## src/rtl/mem_arbiter_pkg.sv

```systemverilog
// Shared FSM encoding and requester-port indices for the two-port memory arbiter.
package mem_arbiter_pkg;

  typedef enum logic [1:0] {
    IDLE   = 2'd0,
    ACCESS = 2'd1,
    RESP   = 2'd2
  } state_t;

  localparam logic PORT0 = 1'b0;
  localparam logic PORT1 = 1'b1;

endpackage

```

## src/rtl/mem_arbiter_if.sv

```systemverilog
// Requester and data-memory signals of the arbiter, seen from the arbiter (slave)
// or from the requesters plus memory (master).
interface mem_arbiter_if #(
  parameter int addresswidth = 32,
  parameter int width        = 32
);
  logic                    req0, req1;
  logic                    we0, we1;
  logic [addresswidth-1:0] addr0, addr1;
  logic [width-1:0]        wdata0, wdata1;
  logic                    ack0, ack1;
  logic                    err0, err1;
  logic [width-1:0]        rdata;
  logic [addresswidth-1:0] mem_address;
  logic                    mem_write_en, mem_read_en;
  logic [width-1:0]        mem_data_in;
  logic [width-1:0]        mem_data_out;

  modport slave (
    input  req0, req1, we0, we1, addr0, addr1, wdata0, wdata1, mem_data_out,
    output ack0, ack1, err0, err1, rdata,
           mem_address, mem_write_en, mem_read_en, mem_data_in
  );

  modport master (
    output req0, req1, we0, we1, addr0, addr1, wdata0, wdata1, mem_data_out,
    input  ack0, ack1, err0, err1, rdata,
           mem_address, mem_write_en, mem_read_en, mem_data_in
  );
endinterface

```

## src/rtl/rr_arbiter2.sv

```systemverilog
// Two-way round-robin pick: on contention the port not served last wins.
module rr_arbiter2
  import mem_arbiter_pkg::*;
(
  input  logic [1:0] req,
  input  logic       last,
  output logic       grant,
  output logic       valid
);

  always_comb begin
    valid = |req;
    grant = PORT0;
    if (req == 2'b11) grant = ~last;
    else if (req[1])  grant = PORT1;
  end

endmodule

```

## src/rtl/mem_arbiter.sv

```systemverilog
// Arbitrates two requesters onto one data memory; IDLE samples, ACCESS drives
// the memory for one cycle, RESP returns ack/err/rdata for one cycle.
module mem_arbiter
  import mem_arbiter_pkg::*;
#(
  parameter int addresswidth = 32,
  parameter int width        = 32,
  parameter int memaddrbits  = 12
) (
  input  logic          clk,
  input  logic          reset_n,
  mem_arbiter_if.slave  bus
);

  state_t                  r_state, w_next;
  logic                    r_sel, r_we, r_last;
  logic [addresswidth-1:0] r_addr;
  logic [width-1:0]        r_wdata, r_rdata;
  logic                    w_gnt, w_vld, w_err;

  rr_arbiter2 u_rr (
    .req   ({bus.req1, bus.req0}),
    .last  (r_last),
    .grant (w_gnt),
    .valid (w_vld)
  );

  // Misaligned or beyond the decoded window: the memory is never touched.
  assign w_err = (|r_addr[1:0]) | (|(r_addr >> memaddrbits));

  always_ff @(posedge clk or negedge reset_n) begin
    if (!reset_n) r_state <= IDLE;
    else          r_state <= w_next;
  end

  always_comb begin
    w_next = r_state;
    case (r_state)
      IDLE:    if (w_vld) w_next = ACCESS;
      ACCESS:  w_next = RESP;
      RESP:    w_next = IDLE;
      default: w_next = IDLE;
    endcase
  end

  always_comb begin
    bus.mem_address  = '0;
    bus.mem_data_in  = '0;
    bus.mem_read_en  = 1'b0;
    bus.mem_write_en = 1'b0;
    bus.ack0         = 1'b0;
    bus.ack1         = 1'b0;
    bus.err0         = 1'b0;
    bus.err1         = 1'b0;
    if (r_state == ACCESS) begin
      bus.mem_address  = r_addr;
      bus.mem_data_in  = r_wdata;
      bus.mem_read_en  = !r_we && !w_err;
      bus.mem_write_en =  r_we && !w_err;
    end
    if (r_state == RESP) begin
      bus.ack0 = (r_sel == PORT0);
      bus.ack1 = (r_sel == PORT1);
      bus.err0 = (r_sel == PORT0) && w_err;
      bus.err1 = (r_sel == PORT1) && w_err;
    end
  end

  always_ff @(posedge clk or negedge reset_n) begin
    if (!reset_n) begin
      r_sel   <= PORT0;
      r_we    <= 1'b0;
      r_addr  <= '0;
      r_wdata <= '0;
      r_last  <= PORT1;
      r_rdata <= '0;
    end else begin
      if (r_state == IDLE && w_vld) begin
        r_sel   <= w_gnt;
        r_last  <= w_gnt;
        r_we    <= (w_gnt == PORT1) ? bus.we1    : bus.we0;
        r_addr  <= (w_gnt == PORT1) ? bus.addr1  : bus.addr0;
        r_wdata <= (w_gnt == PORT1) ? bus.wdata1 : bus.wdata0;
      end
      // Memory data settles on the negedge inside ACCESS.
      if (r_state == ACCESS && !r_we && !w_err) r_rdata <= bus.mem_data_out;
    end
  end

  assign bus.rdata = r_rdata;

endmodule

```

## src/flat_wrapper.sv

```systemverilog
// flat-port wrapper written by rule: the top's interface ports become plain ports
module mem_arbiter_flat import mem_arbiter_pkg::*;
#(
  parameter int addresswidth = 32,
  parameter int width        = 32,
  parameter int memaddrbits  = 12
)
  (clk, reset_n, bus_req0, bus_req1, bus_we0, bus_we1, bus_addr0, bus_addr1, bus_wdata0, bus_wdata1, bus_mem_data_out, bus_ack0, bus_ack1, bus_err0, bus_err1, bus_rdata, bus_mem_address, bus_mem_write_en, bus_mem_read_en, bus_mem_data_in);
  mem_arbiter_if #(.addresswidth(addresswidth), .width(width)) bus_i ();
  input  logic clk;
  input  logic reset_n;
  input wire logic [$bits(bus_i.req0)-1:0] bus_req0;
  input wire logic [$bits(bus_i.req1)-1:0] bus_req1;
  input wire logic [$bits(bus_i.we0)-1:0] bus_we0;
  input wire logic [$bits(bus_i.we1)-1:0] bus_we1;
  input wire logic [$bits(bus_i.addr0)-1:0] bus_addr0;
  input wire logic [$bits(bus_i.addr1)-1:0] bus_addr1;
  input wire logic [$bits(bus_i.wdata0)-1:0] bus_wdata0;
  input wire logic [$bits(bus_i.wdata1)-1:0] bus_wdata1;
  input wire logic [$bits(bus_i.mem_data_out)-1:0] bus_mem_data_out;
  output wire logic [$bits(bus_i.ack0)-1:0] bus_ack0;
  output wire logic [$bits(bus_i.ack1)-1:0] bus_ack1;
  output wire logic [$bits(bus_i.err0)-1:0] bus_err0;
  output wire logic [$bits(bus_i.err1)-1:0] bus_err1;
  output wire logic [$bits(bus_i.rdata)-1:0] bus_rdata;
  output wire logic [$bits(bus_i.mem_address)-1:0] bus_mem_address;
  output wire logic [$bits(bus_i.mem_write_en)-1:0] bus_mem_write_en;
  output wire logic [$bits(bus_i.mem_read_en)-1:0] bus_mem_read_en;
  output wire logic [$bits(bus_i.mem_data_in)-1:0] bus_mem_data_in;
  assign bus_i.req0 = bus_req0;
  assign bus_i.req1 = bus_req1;
  assign bus_i.we0 = bus_we0;
  assign bus_i.we1 = bus_we1;
  assign bus_i.addr0 = bus_addr0;
  assign bus_i.addr1 = bus_addr1;
  assign bus_i.wdata0 = bus_wdata0;
  assign bus_i.wdata1 = bus_wdata1;
  assign bus_i.mem_data_out = bus_mem_data_out;
  assign bus_ack0 = bus_i.ack0;
  assign bus_ack1 = bus_i.ack1;
  assign bus_err0 = bus_i.err0;
  assign bus_err1 = bus_i.err1;
  assign bus_rdata = bus_i.rdata;
  assign bus_mem_address = bus_i.mem_address;
  assign bus_mem_write_en = bus_i.mem_write_en;
  assign bus_mem_read_en = bus_i.mem_read_en;
  assign bus_mem_data_in = bus_i.mem_data_in;
  mem_arbiter #(.addresswidth(addresswidth), .width(width), .memaddrbits(memaddrbits)) u_core (.clk(clk), .reset_n(reset_n), .bus(bus_i));
endmodule
```

## config.mk

```make
export PLATFORM = sky130hd
export DESIGN_NAME = mem_arbiter_flat
export DESIGN_NICKNAME = d
export VERILOG_FILES = /design/src/rtl/mem_arbiter_pkg.sv /design/src/rtl/mem_arbiter_if.sv /design/src/rtl/rr_arbiter2.sv /design/src/rtl/mem_arbiter.sv /design/src/flat_wrapper.sv
export SDC_FILE = /design/constraint.sdc
export NUM_CORES = 1
export LEC_CHECK = 0
export BUFFER_PORTS_ARGS = -buffer_cell sky130_fd_sc_hd__buf_2
export CELL_PAD_IN_SITES_DETAIL_PLACEMENT = 1
export CELL_PAD_IN_SITES_GLOBAL_PLACEMENT = 2
export CORE_ASPECT_RATIO = 1.75
export CORE_MARGIN = 2
export CORE_UTILIZATION = 23
export CTS_BUF_LIST = sky130_fd_sc_hd__clkbuf_16
export DETAILED_ROUTE_END_ITERATION = 8
export PLACE_DENSITY = 0.85
export SYNTH_ARGS = -nofsm -noshare
export SYNTH_HDL_FRONTEND = slang
export SYNTH_HIERARCHICAL = 1
export SYNTH_SLANG_ARGS = --single-unit
```

## constraint.sdc

```tcl
create_clock -name clk -period 1.9 [get_ports clk]
set_clock_uncertainty 0.2 [all_clocks]
set_input_delay 0.095 -clock clk [delete_from_list [all_inputs] [get_ports clk]]
set_output_delay 0.095 -clock clk [all_outputs]
set_load 0.01 [all_outputs]
```

======== Word-level counts from Yosys, hierarchy flattened ========
Cells that the tools add are included.
W data, S select, Z words.
cells by class
  mux-type cells .......................... 15
  shift operators ......................... 0
  div/mod/pow operators ................... 0
  order comparisons ....................... 0
  bitwise operators ....................... 3
  multiply operators ...................... 0
  eq/ne operators ......................... 4
  add/sub/neg operators ................... 0
  reductions and logical operators ........ 13
operators with widths
  cell                  count
  $mux W32              4
  $reduce_or A20 Y1     1
  $mux W1               9
  $logic_and A1 B1 Y1   7
  $eq A2 B2 Y1 const B  2
  $pmux W2 S2           1
  $reduce_or A2 Y1      2
  $eq A2 B1 Y1 const B  1
  $logic_not A1 Y1      2
  $logic_not A2 Y1      1
  $mux W2               1
  $ne A2 B1 Y1 const B  1
  $not A1 Y1            2
  $or A1 B1 Y1          1
word-level totals
  input bits .............................. 166
  memory bits (writable) .................. 0
  bits in read-only memories .............. 0
  output and inout bits ................... 102
  memories kept ........................... 0
  flip-flop bits (word level) ............. 101
  logic and storage cells ................. 42
  bits in latches ......................... 0

======== Logic depth before layout (Yosys ltp) ========
  word-level depth ........................ 5
  mapped depth ............................ 6
  gate-level depth less buffers ........... 4

======== Hierarchy ========
Netlist, hierarchy kept.
by module, submodules not included
  module       cells an instance  times used  area an instance (um^2)
  mem_arbiter  450                1           4815.9
  rr_arbiter2  2                  1           13.8

======== Least setup slack after synthesis ========
Ideal clock, no wire load.
  path kind ............................... register -> register
  start point ............................. register u_core.r_addr[25]
  end point ............................... register u_core.r_rdata[10] (netlist: u_core/bus.rdata[10])
  slack ................................... -0.141 ns
  arrival time ............................ 1.716 ns
  cell stages (with the launch flop) ...... 6
  data required time ...................... 1.575 ns
  setup time .............................. 0.125 ns
  buffers on the path ..................... 1
  path through ............................ dfrtp_1 -> nor4_1 -> nand2_1 -> nor4_4 -> buf_6 -> mux2_2
between the ends
  word-level cells in the longest chain between the ends .. 4
RTL lines
  item                    RTL line           source
  from (decl)             mem_arbiter.sv:17  logic [addresswidth-1:0] r_addr;
  from (signal assigned)  mem_arbiter.sv:82  r_addr <= (w_gnt == PORT1) ? bus.addr1 : bus.addr0;
  $reduce_or A20 Y1       mem_arbiter.sv:29  assign w_err = (|r_addr[1:0]) | (|(r_addr >> memaddrbits));
  $or A1 B1 Y1            mem_arbiter.sv:29
  $logic_not A1 Y1        mem_arbiter.sv:86  if (r_state == ACCESS && !r_we && !w_err) r_rdata <= bus.mem_data_out;
  $logic_and A1 B1 Y1     mem_arbiter.sv:86
  to (signal assigned)    mem_arbiter.sv:86
  to (decl)               mem_arbiter.sv:18  logic [width-1:0] r_wdata, r_rdata;
Every way passes these cells.
A chain may end at the register's enable or synchronous reset.

======== Worst setup path after layout ========
  start point ............................. register u_core.r_addr[14]
  end point ............................... register u_core.r_rdata[17] (netlist: u_core/bus.rdata[17])
Same word-level chain as after synthesis.

==> out/metrics.csv <==
stage,metric,value,unit
outcome,status,finished with violations,
outcome,violations,negative setup slack,
timing,worstMarginPinSlew,0.5155,ns
setup_path,critPathSlowestCell,dfrtp_1,
die,die-width,113.5,µm
placed_design,place_inst,980,
drt,first_iter_violations,129,
power,power,9.768,mW
synth,yosysWarnings,6,
clock_network,clk_latency,0.34,ns
placed_design,routabilityCongestion,0.7659,
timing,final.period_utilization,121.8,%
drt,met2WireLength,12700,µm
timing,setup_viol,36,
timing,slew_headroom,65.63,%
clock_network,clk_pin_slew,0.07,ns
setup_path,crit_chain,nor4_1 > nand2_1 > buf_6 > nor4_4 > buf_4 > clkbuf_16 > mux2_4,
power,peakVddDrop,467.0,µV
hold_path,hp-class,primary input to asynchronous set/reset pin,
synth,synth_edf_count,0,
clock_network,cts_tree,done,
grt,grt_pass1_vias,6248,
placed_design,dp_hpwl,12140,µm
timing,final-hold-violation-count,0,
drt,routed-wl-met3,1052,µm
setup_path,critPathArrivalTime,2.33,ns
die,core,20760,µm²
clock_network,cts_sinks,101,
flow_run,cap_viol_max_count,0,
grt,grt_overflow,0,
drt,wl_per_cell,19.09,µm
synth,syn_nets,618,
synth,syn_area,4830,µm²
synth,ys_types,24,
grt,antenna_found_initial,3,
synth,yosys.area_share.simple,16.30,%
grt,track_usage,19.18,%
timing,setup_slack,-0.4142,ns
setup_path,max_stage_delay,0.38,ns
die,core.rowCount,70,
timing,fmax,0.4321,GHz
synth,yosysSeqAreaShare,52.36,%
synth,async_flop_share,100.0,%
synth,synthAdderAreaFrac,0,%
power,powerDensity,1079,nW/µm²
grt,grt_pass1_wl,33030,µm
clock_network,h-tree-depth,3,
final_layout,fillCellCount,2358,
timing,period_minus_slack,2.314,ns
synth,synth_compound_area_share,7.098,%
drt,highest_layer,met5,
synth,synth_seq_cells,101,
setup_path,crit_type,flop to flop,
die,dieArea,22220,µm²
final_layout,layout.nets,1080,
grt,grt_max_degree,74,
drt,vias,5342,
timing,worst_hold_slack,0.06528,ns
clock_network,cts_inserted_buffers,9,
die,io_pins,268,
drt,drt_wl_total,22390,µm
die,start_util,23.27,%
final_layout,syn_to_final_growth,87.49,%
synth,synth_top_area_cell,dfrtp_1,
power,p_leak,4.544,nW
timing,maxSlewViolCount,0,
final_layout,regArea,2529,µm²
final_layout,final_cells,1173,
final_layout,multi_input_area,2362,µm²
drt,wl_met1,7078,µm
final_layout,layout_common_cells,"buf_2, dlygate4sd3_1, dfrtp_1",
placed_design,numPortBuffers,267,
synth,synth-xor-area-share,0,%
setup_path,crit_family,simple AND/OR/NAND/NOR gates,
synth,synth_top_area_share,51.81,%
drt,drc,0,
synth,synthCells,452,
setup_path,critical_path_required,1.92,ns
setup_path,crit_path_end_kind,flop,
die,die_h,195.7,µm
drt,ant_nets,0,
clock_network,clockBufferDepth,2,
setup_path,critPathLaunchType,flop,
final_layout,layout_commonest_cell,buf_2,
setup_path,crit_fanout,8,
synth,yosys-top-cells-area,"dfrtp_1, mux2i_1, and2_1",
synth,syn_area_per_cell,10.69,µm²
clock_network,cts_root_buffer,clkbuf_16,
synth,synth_top_family_by_area,multiplexers,
final_layout,drive_gt1_share,41.68,%
synth,synthMuxAreaShare,20.93,%
drt,viasPerCell,4.554,
setup_path,critical_path_buf_inv_count,3,
drt,dr.pass1.iters,4,
timing,grt_setup_unrepaired,yes,
synth,synth_flop_cell,dfrtp_1,
[where the power goes]
group          total, mW  internal (mW)  leakage (nW)  switching (mW)
clock network       1.80          0.912         0.137           0.892
registers           3.34           2.88          1.21           0.461
logic               4.62           2.16          3.20            2.46
total               9.77           5.95          4.54            3.82
[cells by family (layout without fill, tap and decap cells)]
| family | after synthesis | count (layout) |
|---|---|---|
| multiplexers | 97 | 97 |
| AND/OR/NAND/NOR | 151 | 151 |
| buffers and inverters | 35 | 502 |
| other | 0 | 2 |
| flip-flops | 101 | 101 |
| AO/OA/AOI/OAI | 68 | 68 |
[worst reg2reg max path, delay by kind of cell (launching register included)]
family / cells / cell delay [ns]
multiplexers: 1 / 0.32
buffers and inverters: 3 / 0.52
flip-flops: 1 / 0.38
AND/OR/NAND/NOR: 3 / 0.77
[registers in the layout (all words and copies together) (netlist names)]
name and count:
u_core/bus.rdata 32, u_core/r_addr 32, u_core/r_wdata 32, u_core/r_state 2, u_core/r_last 1, u_core/r_sel 1
u_core/r_we 1
[stage by stage]
step                cell area, µm²  setup TNS, ns  setup slack [ns]  util, %
floorplan                     4830         -3.562           -0.1193        -
global placement              6758         -8.137           -0.2518    32.56
detailed placement            6758         -9.029           -0.2824    32.56
CTS                           8800         -11.65           -0.3440    42.39
global route                  9052         -15.76           -0.4825    43.61
finish                        9055         -13.10           -0.4142    43.62
[worst paths after layout]
check                                            startpoint                                to  slack (ns)  cells past startpoint
setup / recovery              u_core/r_addr[14]$_DFFE_PN0P_  u_core/bus.rdata[17]$_DFFE_PN0P_       -0.41                      7
hold / removal                                      reset_n   u_core/bus.rdata[2]$_DFFE_PN0P_        0.07                      2
setup reg to reg              u_core/r_addr[14]$_DFFE_PN0P_  u_core/bus.rdata[17]$_DFFE_PN0P_       -0.41                      7
hold reg to reg            u_core/bus.rdata[19]$_DFFE_PN0P_  u_core/bus.rdata[19]$_DFFE_PN0P_        0.31                      1
max in group asynchronous                           reset_n         u_core/r_last$_DFFE_PN1P_        0.79                      3
min in group clk                                   bus_req0         u_core/r_last$_DFFE_PN1P_        0.10                      5
[repair_timing]
action / in CTS / in global routing
gates resized for setup: 17 / 41
pin swaps: 4 / 11
hold buffers: 163 / 0
endpoints found under the hold margin: 197 / 0
buffers inserted: 3 / 6
setup endpoints to repair: 100 / 100
gates cloned: 1 / 2
[cell type report]
class,count,share of cell area (%)
Timing Repair Buffer,484,39.22
Clock buffer,9,2.487
Sequential cell,101,27.93
Tap cell,252,3.482
Antenna cell,2,0.05527
Clock inverter,7,0.6633
Inverter,2,0.08291
Multi-Input combinational cell,316,26.09
[synthesized netlist by cell type (2+ instances only)]
master	count
nor4_1	6
and2_1	64
nand2_1	4
nor2b_1	3
nor3b_1	3
mux2_2	31
buf_1	5
buf_2	5
dfrtp_1	100
mux2i_1	65
buf_6	3
nor2_1	66
o21ai_0	2
inv_1	2
clkbuf_1	20
a21oi_1	65
[metal layers]
layer  GRT usage [%]  vias to the layer above
li1                -                     2447
met1           17.62                     2574
met2           37.30                      224
met3           4.047                       95
met4           11.74                        2
met5               0                        -
(Power assumes the default switching activity.)
